## config.mk

```make
export PLATFORM = sky130hd
export DESIGN_NAME = dft_cos_accum
export DESIGN_NICKNAME = d
export VERILOG_FILES = /design/src/rtl/dft_cos_accum.sv
export SDC_FILE = /design/constraint.sdc
export NUM_CORES = 2
export LEC_CHECK = 0
export ABC_AREA = 1
export CAP_MARGIN = 10
export CORE_ASPECT_RATIO = 1.5
export CORE_MARGIN = 8
export CORE_UTILIZATION = 50
export DETAILED_ROUTE_END_ITERATION = 16
export DONT_BUFFER_PORTS = 1
export SYNTH_ARGS = -nofsm -noshare
export SYNTH_HDL_FRONTEND = slang
export SYNTH_SLANG_ARGS = --single-unit
```

## constraint.sdc

```tcl
create_clock -name aclk -period 12.6 [get_ports aclk]
set_input_delay 3.78 -clock aclk [delete_from_list [all_inputs] [get_ports aclk]]
set_output_delay 3.78 -clock aclk [all_outputs]
set_load 0.01 [all_outputs]
```

## src/rtl/dft_cos_accum.sv

```systemverilog
// Real DFT bin accumulator downstream of the stalling cos pipeline: multiplies each
// sample by its cos value, sums N terms (or fewer on in_last), and presents the result on a valid/ready port.
module dft_cos_accum #(
  parameter int unsigned LAT      = 2,
  parameter int unsigned COS_W    = 37,
  parameter int unsigned COS_FRAC = 35,
  parameter int unsigned SMP_W    = 32,
  parameter int unsigned ACC_W    = 48,
  parameter int unsigned N        = 64,
  localparam int unsigned CNT_W   = $clog2(N + 1)
) (
  input  logic             aclk,
  input  logic             arst_n,
  input  logic             in_valid,
  output logic             in_ready,
  input  logic [SMP_W-1:0] in_sample,
  input  logic             in_last,
  input  logic [COS_W-1:0] cos_x,
  output logic             astall,
  output logic             out_valid,
  input  logic             out_ready,
  output logic [ACC_W-1:0] out_data,
  output logic [CNT_W-1:0] out_cnt
);

  localparam int unsigned PROD_W = SMP_W + COS_W;

  typedef enum logic [1:0] {S_IDLE, S_ACCUM, S_HOLD} state_t;

  state_t           state_q, state_d;
  logic [SMP_W-1:0] smp_q [LAT];
  logic [SMP_W-1:0] smp_d [LAT];
  logic             vld_q [LAT];
  logic             vld_d [LAT];
  logic             lst_q [LAT];
  logic             lst_d [LAT];
  logic [ACC_W-1:0] acc_q, acc_d;
  logic [CNT_W-1:0] count_q, count_d;
  logic             out_valid_q, out_valid_d;
  logic [ACC_W-1:0] out_data_q, out_data_d;
  logic [CNT_W-1:0] out_cnt_q, out_cnt_d;

  logic                     en_c;
  logic                     fire_c;
  logic                     frame_end_c;
  logic signed [PROD_W-1:0] prod_c;
  logic [ACC_W-1:0]         term_c;
  logic [ACC_W-1:0]         sum_c;
  logic [CNT_W-1:0]         count_n_c;

  // The only stall source: a result is waiting and the consumer is not taking it.
  assign astall    = (state_q == S_HOLD) & ~out_ready;
  assign in_ready  = ~astall;
  assign out_valid = out_valid_q;
  assign out_data  = out_data_q;
  assign out_cnt   = out_cnt_q;

  // Term arithmetic: full-width signed product, floor by arithmetic shift, then fit to ACC_W.
  always_comb begin
    prod_c    = PROD_W'($signed(smp_q[LAT-1])) * PROD_W'($signed(cos_x));
    term_c    = ACC_W'(prod_c >>> COS_FRAC);
    sum_c     = acc_q + term_c;
    count_n_c = count_q + CNT_W'(1);
  end

  always_comb begin
    en_c        = ~astall;
    fire_c      = en_c & vld_q[LAT-1];
    frame_end_c = fire_c & (lst_q[LAT-1] | (count_n_c == CNT_W'(N)));

    smp_d       = smp_q;
    vld_d       = vld_q;
    lst_d       = lst_q;
    acc_d       = acc_q;
    count_d     = count_q;
    out_valid_d = out_valid_q;
    out_data_d  = out_data_q;
    out_cnt_d   = out_cnt_q;
    state_d     = state_q;

    // Shadow pipe moves in lockstep with the cos pipeline.
    if (en_c) begin
      smp_d[0] = in_sample;
      vld_d[0] = in_valid;
      lst_d[0] = in_last;
      for (int i = 1; i < LAT; i++) begin
        smp_d[i] = smp_q[i-1];
        vld_d[i] = vld_q[i-1];
        lst_d[i] = lst_q[i-1];
      end
    end

    if (out_valid_q && out_ready) out_valid_d = 1'b0;

    if (fire_c) begin
      if (frame_end_c) begin
        out_data_d  = sum_c;
        out_cnt_d   = count_n_c;
        out_valid_d = 1'b1;
        acc_d       = '0;
        count_d     = '0;
      end else begin
        acc_d   = sum_c;
        count_d = count_n_c;
      end
    end

    // HOLD means a result is pending; it only freezes the datapath while out_ready is low.
    if (out_valid_d)             state_d = S_HOLD;
    else if (count_d != '0)      state_d = S_ACCUM;
    else                         state_d = S_IDLE;
  end

  always_ff @(posedge aclk or negedge arst_n) begin
    if (!arst_n) begin
      state_q     <= S_IDLE;
      for (int i = 0; i < LAT; i++) begin
        smp_q[i] <= '0;
        vld_q[i] <= 1'b0;
        lst_q[i] <= 1'b0;
      end
      acc_q       <= '0;
      count_q     <= '0;
      out_valid_q <= 1'b0;
      out_data_q  <= '0;
      out_cnt_q   <= '0;
    end else begin
      state_q     <= state_d;
      smp_q       <= smp_d;
      vld_q       <= vld_d;
      lst_q       <= lst_d;
      acc_q       <= acc_d;
      count_q     <= count_d;
      out_valid_q <= out_valid_d;
      out_data_q  <= out_data_d;
      out_cnt_q   <= out_cnt_d;
    end
  end

endmodule

```

======== After elaboration in Yosys (flattened, before gate mapping) ========
Cells that the tools add are included.
cells by class
  bitwise operators ....................... 6
  equal/unequal tests ..................... 2
  $mul .................................... 1
  reduce and logical (&&, ||, !) cells .... 3
  multiplexer cells ....................... 8
  $add $sub $neg .......................... 2
operators by type and width
  operator               count
  $mul A32 B37 Y69       1
  $add A48 B48 Y48       1
  $mux W48               1
  $mux W7                2
  $add A7 B1 Y7 const B  1
  $eq A7 B7 Y1 const B   1
  $reduce_bool A7 Y1     1
  $mux W1                4
  $and A1 B1 Y1          3
  $eq A2 B2 Y1 const B   1
  $mux W2                1
  $not A1 Y1             2
  $reduce_and A2 Y1      1
  $logic_and A1 B1 Y1    1
  $or A1 B1 Y1           1
word-level totals
  word-level logic and storage cells ...... 34
  flip-flop bits (word level) ............. 181
  output and inout port bits .............. 58
  input bits .............................. 74

======== Longest topological paths before layout ========
  word-level depth ........................ 10
  depth in mapped cells ................... 50
  gate-level depth less buffers ........... 48

======== Least setup slack after synthesis ========
Ideal clock, no wire load.
  path kind ............................... input-to-reg
  from .................................... input port cos_x[36]
  to ...................................... register acc_q[45]
  stages on the path ...................... 35
  buffers on the path ..................... 1
  setup time .............................. 117 ps
  data required time ...................... 12,483 ps
  data arrival time ....................... 12,302 ps
  slack ................................... 181 ps
  cells stage by stage .................... clkbuf_1 > nand2_1 > inv_1 > fa_1 > fa_1 > fa_1 > inv_1 > fa_1 > inv_1 > fa_1 > fa_1 > inv_1 > fa_1 > inv_1 > fa_1 > ha_1 > a21oi_1 > inv_1 > a31oi_1 > o21a_1 > nor2_1 > nor2_1 > nand2_1 > nand2_1 > nand2_1 > ha_1 > a21oi_1 > o21a_1 > o21ai_0 > a31oi_1 > nand3_1 > a21o_1 > or2_2 > nand3_1 > nand2_1
on the way
  word-level cells in the longest chain between the ends .. 3
ends and longest elaborated chain
  what                    RTL line  text
  start: declaration      18        input logic [COS_W-1:0] cos_x,
  $mul A32 B37 Y69        60        prod_c = PROD_W'($signed(smp_q[LAT-1])) * PROD_W'($signed(cos_x));
  $add A48 B48 Y48        62        sum_c = acc_q + term_c;
  $mux W48                96        if (frame_end_c) begin
  end signal: assignment  122       acc_q <= '0;
  end signal: assignment  132       acc_q <= acc_d;
  end: declaration        37        logic [ACC_W-1:0] acc_q, acc_d;
Every way passes these cells.
A chain may end at the register's enable or synchronous reset.

======== Final worst setup path ========
  from .................................... input port cos_x[36]
  to ...................................... register out_data_q[42], in the netlist out_data[42]
on the way
  word-level cells in the longest chain between the ends .. 2
ends and longest elaborated chain
  what                    RTL line  text
  $mul A32 B37 Y69        60
  $add A48 B48 Y48        62
  end signal: assignment  135       out_data_q <= out_data_d;
  end: declaration        40        logic [ACC_W-1:0] out_data_q, out_data_d;
Every way passes these cells.

==> run summary <==
Status - finished clean
# DRC - 0
Port bufs - 0
Syn_area_per_cell - 8.00 um2
Final Hold Fails - 0
Most common cell after layout, fill and taps aside - nand2_1
Slew Viols, Final - 0
Critical Path Start Type - input port
Total of max-cap violations - 0
Register area - 4500 um2
Library cells used by synthesis - 50
Area of the multi-input gates - 39400 um2
Synthesized cell area - 51900 um2
Worst Tran Pin Value - 1.05 ns
Slowest cell on crit path - fa_1
Top cell type's share of synthesized area - 47.5%
Vias in the first global route - 45.4k
CP max stage delay - 0.69 ns
Reg2Reg Capture Point - out_data[42]
Initial DRT Pass Iterations - 5
Vias per cell - 5.22
Clock-pin slew on the worst setup and hold paths - 0.09 ns
Non-filler cells, final - 7820
#FFs+latches synth - 180
Setup Skew - 0.0159 ns
Total wire length - 162 mm
Area Growth Syn to Fin - 5.48%
Final setup fails - 0
Clock tree from TritonCTS - yes
Worst path bufs/invs - 6
First-iteration detailed-routing DRC count - 2267
Yosys Warn Count - 0
Total GRT Usage - 29.0%
Critical path arrival - 12.66 ns
TritonCTS Sinks - 180
CTS H-Tree Depth - 4
Latest clock arrival within the worst-skew pair - 0.46 ns
RePlAce Congestion - 0.976
Nets@finish - 7972
RSZ-0062 raised after global routing - false
Core footprint - 103000 um2
First-pass GRT wire length - 256 mm
Fillers - 10.0k
Share of layout cells above drive strength 1 - 4.26%
Worst path depth - 35
Reg2Reg Setup Slack - 2.29 ns
DP Area - 54000 um2
Most frequent cells in the layout - nand2_1 (1846), inv_1 (1841), fa_1 (1231), ha_1 (247), nor2_1 (225)
Post-route cell area - 54700 um2
# IOs - 132
Die Y - 411 um
DIE AREA - 115000 um2
Req. time, crit path - 12.95 ns
CP delay by family, top - adder cells
Worst-case clock buffer depth - 2
GR Overflow Total - 0
Post-layout min period - 12.30 ns
Post-Syn Instances - 6485
HPWL after DPL - 128 mm
Starting Density - 50.4%
Initial antenna violation count - 2
Worst rel slew slack - 29.7%
Worst Setup Path Type - in2reg
Worst reg2reg startpoint - smp_q[9]
Crit path max fanout - 32
Row cnt - 144
Pin count of the biggest net entering global routing - 181
R2r worst-path depth - 37
Synth area leaders - fa_1 (48%), nand2_1 (13%), inv_1 (13%)
Total placed cells including tap cells - 7786
Peak Freq - 0.0813 GHz
Worst setup startpoint - cos_x[36]
Worst Setup EP - out_data[42]
Hold crit path type - reg2reg
CP dominant cell by count - fa_1
Root buffer cell - clkbuf_16
Tcrit/Tclk final - 97.6%
Critical Path End Type - flop
Post-Syn Nets - 8038
DR WL/cell - 20.7 um
Vias - 40.8k
Hold_ws - 0.469 ns
Sequential share of the synthesized area - 8.68%
CTS Buf Count - 17
Die Width - 279 um
Dominant cell type by area after synthesis - fa_1
Detail Route Antenna Nets - 0
[sequential cells by signal (all words and copies together), names as in the netlist]
register,count
out_cnt,7
out_data,48
state_q,1
smp_q,64
lst_q,2
acc_q,48
count_q,7
vld_q,2
out_valid,1
[area by class of cell]
cell class	instances	share of cell area (%)
multi-input cells	4184	72.1
inverters	1847	12.7
flip-flops and latches	180	8.23
well taps	1387	3.17
repair buffers	189	2.66
clock buffers	17	0.777
clock inverters	15	0.405
diodes	1	0.00457
[cells in the mapped netlist, drive strengths merged]
master / n
a211oi: 1
a21boi: 9
a21o: 18
a21oi: 148
a221oi: 2
a22o: 17
a31o: 1
a31oi: 23
a32o: 4
and3: 3
buf: 63
clkbuf: 211
dfrtp: 180
fa: 1232
ha: 247
inv: 1847
nand2: 1849
nand2b: 1
nand3: 85
nand3b: 9
nand4: 16
nor2: 228
nor3: 23
nor4: 13
o2111ai: 1
o211ai: 3
o21a: 14
o21ai: 128
o21bai: 10
o221ai: 2
o22ai: 1
o311ai: 1
o31ai: 1
or2: 23
or3: 1
xnor2: 24
xor2: 46
[metal layers]
metal	vias to the layer above	global-route usage (%)	part of all wire (%)
li1	18200	-	-
met1	20900	32.5	35
met2	1275	55.0	54
met3	454	3.20	5.1
met4	2	12.5	5.4
met5	-	0	0.010
[cell families after synthesis]
kind of cell	share of synthesized area (%)
AOI/OAI and AO/OA	4.28
xor gates and xnor gates	1.18
adders and majority gates	53.5
buffers and inverters	15.4
DFF	8.68
and+or+nand+nor	16.9
[how the worst min path moves through the flow]
stage / startpoint / endpoint / slack (ns) / cells after the start
after global placement: smp_q[41] / smp_q[9] / 0.45 / 2
after floorplan: smp_q[32] / smp_q[0] / 0.44 / 2
after detailed placement: smp_q[34] / smp_q[2] / 0.45 / 2
after global routing: smp_q[57] / smp_q[25] / 0.50 / 2
final: smp_q[34] / smp_q[2] / 0.47 / 2
after CTS: smp_q[34] / smp_q[2] / 0.47 / 2
[worst reg2reg max path, delay by kind of cell, from the launching register on]
family / cells / cell delay (ns)
flip-flops: 1 / 1.01
AO/OA/AOI/OAI: 4 / 0.48
adder cells (fa/ha/maj): 10 / 4.84
buffers and inverters: 8 / 1.25
XOR/XNOR: 1 / 0.35
AND/OR/NAND/NOR: 14 / 2.26
[per-stage QoR]
stage	setup WS [ns]	utilization, %	TNS (ns)
after detailed placement	-0.321	52.5	-7.17
after CTS	0.104	53.1	0
after global routing	0.0176	53.2	0
after floorplan	0.181	-	0
final	0.297	53.2	0
after global placement	-0.266	52.5	-4.69
[what timing repair did]
item	4_1_cts	5_1_grt
gates resized for setup	0	17
hold buffers	0	0
buffers inserted	0	1
setup endpoints to repair	0	35
Power is left out: the tool's default activity adds up to more than one toggle a clock period on the data nets, which glitch-free logic cannot reach.
